<file path="config.mk">
export PLATFORM = sky130hd
export DESIGN_NAME = bullet_collision_scanner
export DESIGN_NICKNAME = d
export VERILOG_FILES = /design/src/rtl/game_pkg.sv /design/src/rtl/rect_overlap.sv /design/src/rtl/bullet_collision_scanner.sv
export SDC_FILE = /design/constraint.sdc
export NUM_CORES = 1
export LEC_CHECK = 0
export ABC_CLOCK_PERIOD_IN_PS = 5000
export CORE_MARGIN = 1
export CORE_UTILIZATION = 54
export CTS_BUF_LIST = sky130_fd_sc_hd__clkbuf_8 sky130_fd_sc_hd__clkbuf_16
export DETAILED_ROUTE_END_ITERATION = 12
export PLACE_DENSITY = 0.83
export SYNTH_ARGS = -nofsm -noshare
export SYNTH_HDL_FRONTEND = slang
export SYNTH_HIERARCHICAL = 1
export SYNTH_SLANG_ARGS = --single-unit
</file>
<file path="constraint.sdc">
create_clock -name clk -period 5 [get_ports clk]
set_input_delay 1 -clock clk [delete_from_list [all_inputs] [get_ports clk]]
set_output_delay 1 -clock clk [all_outputs]
set_load 0.005 [all_outputs]
</file>
<file path="src/rtl/game_pkg.sv">
`default_nettype none
// +----------------------------------------------------------------------+
// | game_pkg                                                             |
// | Shared colour codes, field slices, sizes and scanner state encoding. |
// | Revision: 1.0                                                        |
// +----------------------------------------------------------------------+
package game_pkg;
  localparam int c_num_bullets = 3;
  localparam int c_idx_w       = 3;
  localparam int c_hp_w        = 8;
  localparam int c_acc_w       = 11;

  localparam logic [1:0] c_color_white = 2'd0;
  localparam logic [1:0] c_color_green = 2'd1;
  localparam logic [1:0] c_color_blue  = 2'd2;
  localparam logic [1:0] c_color_inert = 2'd3;

  localparam int c_x_hi = 15;
  localparam int c_x_lo = 8;
  localparam int c_y_hi = 7;
  localparam int c_y_lo = 0;
  localparam int c_w_hi = 15;
  localparam int c_w_lo = 8;
  localparam int c_h_hi = 7;
  localparam int c_h_lo = 0;

  localparam logic [1:0] c_s_idle  = 2'd0;
  localparam logic [1:0] c_s_scan  = 2'd1;
  localparam logic [1:0] c_s_apply = 2'd2;
endpackage
`default_nettype wire

</file>
<file path="src/rtl/rect_overlap.sv">
`default_nettype none
// +----------------------------------------------------------------------+
// | rect_overlap                                                         |
// | Combinational 8-bit axis-aligned rectangle overlap test.             |
// | Revision: 1.0                                                        |
// +----------------------------------------------------------------------+
module rect_overlap (
  input  logic [7:0] ax,
  input  logic [7:0] ay,
  input  logic [7:0] aw,
  input  logic [7:0] ah,
  input  logic [7:0] bx,
  input  logic [7:0] by,
  input  logic [7:0] bw,
  input  logic [7:0] bh,
  output logic       hit
);
  logic [8:0] w_a_right, w_a_bottom, w_b_right, w_b_bottom;
  logic       w_nonzero;

  // 9-bit edges so a rectangle touching 255 does not wrap to the left side
  assign w_a_right  = {1'b0, ax} + {1'b0, aw};
  assign w_a_bottom = {1'b0, ay} + {1'b0, ah};
  assign w_b_right  = {1'b0, bx} + {1'b0, bw};
  assign w_b_bottom = {1'b0, by} + {1'b0, bh};

  // A degenerate rectangle would otherwise pass the strict-less tests
  assign w_nonzero = (aw != 8'd0) && (ah != 8'd0) && (bw != 8'd0) && (bh != 8'd0);

  assign hit = w_nonzero
            && ({1'b0, bx} < w_a_right)
            && ({1'b0, ax} < w_b_right)
            && ({1'b0, by} < w_a_bottom)
            && ({1'b0, ay} < w_b_bottom);
endmodule
`default_nettype wire

</file>
<file path="src/rtl/bullet_collision_scanner.sv">
`default_nettype none
// +----------------------------------------------------------------------+
// | bullet_collision_scanner                                             |
// | Per-frame bullet vs. player scan, damage/heal resolve, HP and mask.  |
// | Revision: 1.0                                                        |
// +----------------------------------------------------------------------+
module bullet_collision_scanner
  import game_pkg::*;
#(
  parameter int NUM_BULLETS = c_num_bullets,
  parameter int IDX_W       = c_idx_w,
  parameter int HP_MAX      = 20,
  parameter int DMG         = 2,
  parameter int HEAL        = 1
) (
  input  logic                   clk,
  input  logic                   reset,
  input  logic                   start,
  input  logic [15:0]            player_pos,
  input  logic [15:0]            player_size,
  input  logic                   player_moving,
  output logic [IDX_W-1:0]       bullet_index,
  input  logic [15:0]            bullet_pos,
  input  logic [15:0]            bullet_size,
  input  logic [1:0]             bullet_color,
  input  logic                   bullet_render,
  output logic [NUM_BULLETS-1:0] keep_mask,
  output logic [7:0]             hp,
  output logic                   dead,
  output logic                   busy,
  output logic                   done
);
  logic [1:0]               r_state, w_next;
  logic [IDX_W-1:0]         r_idx;
  logic [c_acc_w-1:0]       r_dmg, r_heal, w_dmg_add, w_heal_add;
  logic [NUM_BULLETS-1:0]   r_hit, r_keep, w_slot_bit;
  logic [c_hp_w-1:0]        r_hp, w_hp_new;
  logic                     r_moving, r_done;
  logic                     w_overlap, w_hit, w_start_ok, w_last;
  logic signed [c_acc_w-1:0] w_net;

  rect_overlap u_overlap (
    .ax  (player_pos[c_x_hi:c_x_lo]),
    .ay  (player_pos[c_y_hi:c_y_lo]),
    .aw  (player_size[c_w_hi:c_w_lo]),
    .ah  (player_size[c_h_hi:c_h_lo]),
    .bx  (bullet_pos[c_x_hi:c_x_lo]),
    .by  (bullet_pos[c_y_hi:c_y_lo]),
    .bw  (bullet_size[c_w_hi:c_w_lo]),
    .bh  (bullet_size[c_h_hi:c_h_lo]),
    .hit (w_overlap)
  );

  assign w_hit      = w_overlap && bullet_render;
  assign w_start_ok = start && !dead;
  assign w_last     = (r_idx == IDX_W'(NUM_BULLETS - 1));
  assign w_slot_bit = NUM_BULLETS'(1) << r_idx;

  assign dead      = (r_hp == '0);
  assign hp        = r_hp;
  assign keep_mask = r_keep;
  assign done      = r_done;

  always_ff @(posedge clk) begin
    if (reset) r_state <= c_s_idle;
    else       r_state <= w_next;
  end

  always_comb begin
    w_next = r_state;
    case (r_state)
      c_s_idle:  if (w_start_ok) w_next = c_s_scan;
      c_s_scan:  if (w_last) w_next = c_s_apply;
      c_s_apply: w_next = c_s_idle;
      default:   w_next = c_s_idle;
    endcase
  end

  always_comb begin
    busy         = (r_state == c_s_scan) || (r_state == c_s_apply);
    bullet_index = (r_state == c_s_scan) ? r_idx : '0;
  end

  // Blue only hurts when the player was moving at frame start
  always_comb begin
    w_dmg_add  = '0;
    w_heal_add = '0;
    if (w_hit) begin
      case (bullet_color)
        c_color_white: w_dmg_add  = c_acc_w'(DMG);
        c_color_green: w_heal_add = c_acc_w'(HEAL);
        c_color_blue:  if (r_moving) w_dmg_add = c_acc_w'(DMG);
        default:       ;
      endcase
    end
  end

  // Damage and heal net out before the clamp
  assign w_net = $signed(c_acc_w'(r_hp)) - $signed(r_dmg) + $signed(r_heal);

  always_comb begin
    w_hp_new = w_net[c_hp_w-1:0];
    if (w_net < 0)
      w_hp_new = '0;
    else if (w_net > $signed(c_acc_w'(HP_MAX)))
      w_hp_new = c_hp_w'(HP_MAX);
  end

  always_ff @(posedge clk) begin
    if (reset) begin
      r_idx    <= '0;
      r_dmg    <= '0;
      r_heal   <= '0;
      r_hit    <= '0;
      r_keep   <= '1;
      r_hp     <= c_hp_w'(HP_MAX);
      r_moving <= 1'b0;
      r_done   <= 1'b0;
    end else begin
      r_done <= 1'b0;
      case (r_state)
        c_s_idle: begin
          if (w_start_ok) begin
            r_idx    <= '0;
            r_dmg    <= '0;
            r_heal   <= '0;
            r_hit    <= '0;
            r_keep   <= '1;
            r_moving <= player_moving;
          end
        end
        c_s_scan: begin
          if (w_hit) r_hit <= r_hit | w_slot_bit;
          r_dmg  <= r_dmg + w_dmg_add;
          r_heal <= r_heal + w_heal_add;
          r_idx  <= w_last ? '0 : r_idx + 1'b1;
        end
        c_s_apply: begin
          r_hp   <= w_hp_new;
          r_keep <= ~r_hit;
          r_done <= 1'b1;
        end
        default: ;
      endcase
    end
  end
endmodule
`default_nettype wire

</file>
; ---- Word-level counts from Yosys, hierarchy flattened
; Index checks and enable logic that the tools add are counted.
[word_totals]
regBits = 43
input_bits = 71
out_inout_bits = 17
word_cells = 82
[op_classes]
add_sub_neg = 9
n_lt_le_gt_ge = 6
n_eq_ne = 8
shift = 1
muxes = 22
n_bitwise = 2
reduce_logical = 25
[ops]
columns = op, count
row1 = one-hot mux 11 bit (2 select lines), 2
row2 = adder 8 x 8 -> 9 bit, 4
row3 = less-than comparator 8 x 9 -> 1 bit, 4
row4 = adder 11 bit, 3
row5 = nonzero test 8 bit, 4
row6 = one-hot mux 3 bit (2 select lines), 3
row7 = 2-to-1 mux 8 bit, 2
row8 = 2-to-1 mux 3 bit, 5
row9 = > comparator 11 x 6 -> 1 bit (second input constant), 1
row10 = less-than comparator 11 x 1 -> 1 bit (second input constant), 1
row11 = 2-to-1 mux 11 bit, 1
row12 = subtractor 9 x 11 -> 11 bit, 1
row13 = logical AND 1 bit, 9
row14 = logical NOT 8 bit, 1
row15 = 2-to-1 mux 2 bit, 4
row16 = one-hot mux 2 bit (2 select lines), 2
row17 = AND reduction 2 bit, 4
row18 = inequality test 2 bit (second input constant), 3
row19 = == test 2 x 1 -> 1 bit (second input constant), 2
row20 = == test 2 bit (second input constant), 2
row21 = logical NOT 2 bit, 2
row22 = nonzero test 2 bit, 2
row23 = adder 3 x 1 -> 3 bit (second input constant), 1
row24 = == test 3 x 2 -> 1 bit (second input constant), 1
row25 = 7 further kinds, 9

; ---- Logic depth before layout (Yosys ltp)
[depth]
ltp_word = 12
mapped_depth = 21
ltp_nobuf = 21

; ---- By module
; The synthesis kept the hierarchy.
[modules_own_cells]
columns = mod, n_inst, cells_per_inst, area_each_um2, seq_area_each_um2
row1 = bullet_collision_scanner, 1, 318, 2677.6, 840.8
row2 = rect_overlap, 1, 233, 1896.8, 0.0

; ---- Worst setup path after synthesis
; OpenSTA, ideal clock, no wires.
[synth_path]
kind = input port to flip-flop
start = in bullet_pos[8]
end = reg r_heal[10]
setup_ns = 0.128
arrival_ns = 4.549
required_ns = 4.872
slack_ns = 0.324
cell_stages = 20
cell_sequence = ha_1 fa_1 a211oi_1 nor2_1 o21a_1 nor2_1 xor2_1 ha_1 a2111oi_0 o21ai_0 o211ai_1 and4_1 nand2_1 nor3b_1 ha_1 ha_1 nand4_1 or3_1 xor2_1 nor2_1
[synth_between]
elab_chain_len = 9
[synth_lines]
columns = element, line_no
row1 = "start, declared", bullet_collision_scanner.sv:23  ; input logic [15:0] bullet_pos,
row2 = adder 8 x 8 -> 9 bit / less-than comparator 8 x 9 -> 1 bit (equally long branches), "rect_overlap.sv:24, rect_overlap.sv:31"
row3 = less-than comparator 8 x 9 -> 1 bit / logical AND 1 bit (equally long branches), "rect_overlap.sv:32, rect_overlap.sv:31"
row4 = logical AND 1 bit *, rect_overlap.sv:32  ; && ({1'b0, ax} < w_b_right)
row5 = logical AND 1 bit *, rect_overlap.sv:33  ; && ({1'b0, by} < w_a_bottom)
row6 = logical AND 1 bit *, rect_overlap.sv:34  ; && ({1'b0, ay} < w_b_bottom);
row7 = named net w_overlap, bullet_collision_scanner.sv:39  ; logic w_overlap, w_hit, w_start_ok, w_last;
row8 = logical AND 1 bit *, bullet_collision_scanner.sv:54  ; assign w_hit = w_overlap && bullet_render;
row9 = 2-to-1 mux 1 bit *, bullet_collision_scanner.sv:88  ; if (w_hit) begin
row10 = adder 11 bit *, bullet_collision_scanner.sv:135  ; r_heal <= r_heal + w_heal_add;
row11 = one-hot mux 11 bit (2 select lines) *, bullet_collision_scanner.sv:121  ; case (r_state)
row12 = "end signal, assigned", bullet_collision_scanner.sv:135
row13 = "end, declared", bullet_collision_scanner.sv:35  ; logic [c_acc_w-1:0] r_dmg, r_heal, w_dmg_add, w_heal_add;
; The timed path passes the listed nets; every way through them passes the cells marked *.
; A chain may end at the register's enable or synchronous reset.

; ---- Worst setup path after layout
[layout_path]
start = in player_pos[10]
end = reg r_heal[10]
[layout_between]
elab_chain_len = 10
[layout_lines]
columns = element, line_no
row1 = "start, declared", bullet_collision_scanner.sv:19  ; input logic [15:0] player_pos,
row2 = adder 8 x 8 -> 9 bit, rect_overlap.sv:22  ; assign w_a_right = {1'b0, ax} + {1'b0, aw};
row3 = less-than comparator 8 x 9 -> 1 bit, rect_overlap.sv:31  ; && ({1'b0, bx} < w_a_right)
row4 = logical AND 1 bit, rect_overlap.sv:31
row5 = logical AND 1 bit *, rect_overlap.sv:32
row6 = logical AND 1 bit *, rect_overlap.sv:33
row7 = logical AND 1 bit *, rect_overlap.sv:34
row8 = named net w_overlap, bullet_collision_scanner.sv:39
row9 = logical AND 1 bit *, bullet_collision_scanner.sv:54
row10 = 2-to-1 mux 1 bit *, bullet_collision_scanner.sv:88
row11 = adder 11 bit *, bullet_collision_scanner.sv:135
row12 = one-hot mux 11 bit (2 select lines) *, bullet_collision_scanner.sv:121
; Marked as above.

==> qor.txt <==
Initial Util = 55.7%
FP Rows = 33
IO Port Bufs = 87
Worst Hold Class = register to register
Hold Crit Endpoint = r_hit[2]$_SDFFE_PP0P_
Slew Limit Fails = 0
Worst Max-Slew Pin Slew = 0.891 ns
Asr flop ratio synth = 0%
Most common cell on crit path = ha_1
Top Usage Layer GRT = met2
Hpwl dp = 10.1 mm
Initial antenna violation count = 0
R2R depth = 10
Core box area = 0.00822 mm²
Crit. Startpoint = player_pos[10]
DRC = 0
Layout fillers = 547
Grt ovf = 0
Crit-path max FO = 3
Worst r2r src = r_dmg[1]$_SDFFE_PP0P_
Tmin final = 4.77 ns
Synthesis-to-layout area growth = 35.9%
Crit start category = primary input
Critical path cell sequence = clkdlybuf4s50_1, ha_1, nor2b_2, o31a_1, buf_4, a21o_1, ha_1, a2111oi_4, o21ai_1, a31oi_1, and4_1, nand2_2, nor3b_2, ha_2, ha_4, nand4_1, or3_1, xor2_1, nor2_1
Global-route wire length before repair = 20.4 mm
Slew Limit Headroom = 40.4%
Fmax = 210 MHz
Chip Height = 94.0 µm
Total power draw = 1640 µW
Switching Fraction = 39.7%
Share of cells above drive strength 1 = 14.7%
Pre-antenna DRT Iters = 5
TritonCTS clock tree = built
Status = completed
Via density = 5.83
Mean Syn Cell Area = 8.30 µm²
Comb power frac = 56.7%
Synth warn = 6
Seq. cell area = 841 µm²
Clock power share = 19.9%
GR Util met2 = 52.5%
Post-synthesis register bit count = 42
Worst skew pair latency = 0.31 ns
Syn Inst Count = 551
Sequential Power Share = 23.4%
Antenna Nets Post-Route = 0
Post-synthesis cell area = 0.00457 mm²
Crit Path Category = primary input to register
GRT Overall Usage = 28.8%
CP bufs+invs = 2
IO Pins = 88
FF-to-FF End = hp[0]$_SDFFE_PP0P_
Most frequent cells in the layout = clkdlybuf4s50_1 (75), ha_1 (71), nor2_1 (61), buf_4 (47)
Pwr per Cell Area = 263 mW/mm²
Seq/Total Area, Yosys = 18.4%
Max_cap viols = 0
Number of global-route vias before repair = 4,550
Slowest stage delay, CP = 0.44 ns
DR iter-0 viols = 180
Peak VDD IR = 0.216 mV
CTS buffer count = 5
P_int = 987 µW
Switching power = 648 µW
DP Area = 0.00587 mm²
Multi-input logic area = 0.00368 mm²
GR Layer Usage met1 = 34.3%
Post-layout nets = 847
Slowest cell on crit path = clkdlybuf4s50_1
Root Driver = clkbuf_8
Crit path max-delay family = simple AND/OR/NAND/NOR gates
Post-route design area = 0.00621 mm²
Worst setup EP type = register
Hold path cells = 2
Clock Skews = 0.00989 ns
Die footprint = 0.00884 mm²
Reg2Reg Setup Slack = 1.65 ns
Lkg Pwr = 0.00277 µW
Number of synthesized flops with an enable pin = 0
Clock-pin slew on the worst setup and hold paths = 0.08 ns
Largest net degree at the start of global routing = 24
Final critical-path share of the clock period = 95.4%
Grt met3 use = 4.77%
Syn Nets = 714
DIE WIDTH = 94.0 µm
Placer congestion estimate = 0.935
CTS max path bufs = 2
Number of vias in the routed layout = 4,603
Setup violators final = 0
CP arrival = 4.97 ns
Commonest non-fill, non-tap cell in the layout = clkdlybuf4s50_1
Top FF cell, synth = dfxtp_1
Avg WL per Cell = 16.2 µm
Diode count = 0
CP required = 5.20 ns
Yosys cell types = 59
CTS HTree Levels = 2
Fin. Hold Viols = 0
Hold path start = r_hit[2]$_SDFFE_PP0P_
Sink Count = 42
DRT Wirelength = 12.8 mm
per-layer routing:
layer  up-vias  share of wire [%]  routed length (µm)
met5         -                  0                   0
met4         0                1.7                 216
met3        23                4.9                 623
met2       160                 52                6600
met1      2168                 42                5360
li1       2252                  -                   -
worst reg2reg max path: cells and delay by family, from the launching register on:
kind / cells / cell delay [ns]
buffers and inverters: 2 / 0.14
AND/OR/NAND/NOR: 4 / 1.36
adder cells (fa/ha/maj): 2 / 1.00
AO/OA/AOI/OAI: 2 / 0.42
flip-flops: 1 / 0.37
synth_stat cells, types with 3 or more instances:
cell type	instances	share of area (%)
o211a_1	3	0.66
nand2b_1	13	1.8
fa_1	12	5.3
nand2_1	25	2.1
dfxtp_1	42	18
a2111oi_0	3	0.57
o21bai_1	6	0.98
a22oi_1	5	0.82
nor4_1	13	1.8
inv_1	42	3.4
and3_1	6	0.82
o21a_1	10	1.6
a21o_1	10	1.6
clkbuf_1	7	0.57
o211ai_1	7	1.1
a21oi_1	29	3.2
nor2b_1	5	0.68
a21oi_2	4	0.77
ha_1	80	22
a211oi_1	5	0.82
a41o_1	3	0.66
nor3_1	5	0.55
nand3_1	10	1.1
nor2_1	61	5.0
nor3b_1	7	1.1
o21ai_1	10	1.1
nand4_1	11	1.5
o21ai_0	23	2.5
xnor2_1	24	4.6
xor2_1	21	4.0
and2_1	11	1.5
timing repair:
action                     in CTS  in global routing
resized for setup               5                 42
hold endpoints to repair        0                  0
hold buffers                    0                  0
pin swaps                       0                 33
setup endpoints to repair       5                 16
buffers inserted                0                  4
final cells by class:
class / count / area share, %
clock buffers: 5 / 1.11
flip-flops and latches: 42 / 13.5
multi-input cells: 458 / 59.3
inverters: 42 / 2.54
well taps: 105 / 2.11
clock inverters: 3 / 1.11
repair buffers: 135 / 20.4
flip-flops by register name, indices dropped and copies added (netlist names):
| register | count |
|---|---|
| done | 1 |
| hp | 8 |
| keep_mask | 3 |
| r_dmg | 10 |
| r_heal | 11 |
| r_hit | 3 |
| r_idx | 3 |
| r_moving | 1 |
| r_state | 2 |
cells by family (layout without fill, tap and decap cells):
family	after synthesis	in the layout	share of synthesized area [%]
AND/OR/NAND/NOR	182	182	20.8
AO/OA/AOI/OAI	136	136	20.4
adder cells (fa/ha/maj)	92	92	27.1
buffers and inverters	51	185	4.24
XOR/XNOR	45	45	8.62
flip-flops	42	42	18.4
other	2	2	0.164
multiplexers	1	1	0.219
stage by stage:
stage | utilization [%] | worst slack, ns | hold slack [ns] | setup TNS, ns | std cells
after floorplan | - | 0.324 | 0.438 | 0 | 551
after global placement | 71.4 | -0.171 | 0.458 | -0.955 | 778
after detailed placement | 71.4 | -0.373 | 0.467 | -4.31 | 778
after CTS | 73.4 | 0.00461 | 0.486 | 0 | 786
after global routing | 75.6 | -0.0183 | 0.522 | -0.0183 | 790
final | 75.6 | 0.228 | 0.481 | 0 | 790
power by group through the flow:
stage	clock network [µW]	registers [µW]	logic (µW)
finish	325	382	928
global route	342	385	1020
CTS	326	381	883
detailed placement	0	389	869
global placement	0	387	841
floorplan	0	383	589
worst max path at each step:
| stage | cells after the start | end |
|---|---|---|
| 6_report | 19 | r_heal[10]$_SDFFE_PP0P_ |
| 5_1_grt | 19 | r_heal[10]$_SDFFE_PP0P_ |
| 4_1_cts | 22 | r_dmg[8]$_SDFFE_PP0P_ |
| 3_5_place_dp | 21 | r_heal[10]$_SDFFE_PP0P_ |
| 3_3_place_gp | 21 | r_heal[10]$_SDFFE_PP0P_ |
| 2_1_floorplan | 20 | r_heal[10]$_SDFFE_PP0P_ |
Power figures use the tool's default switching activity.
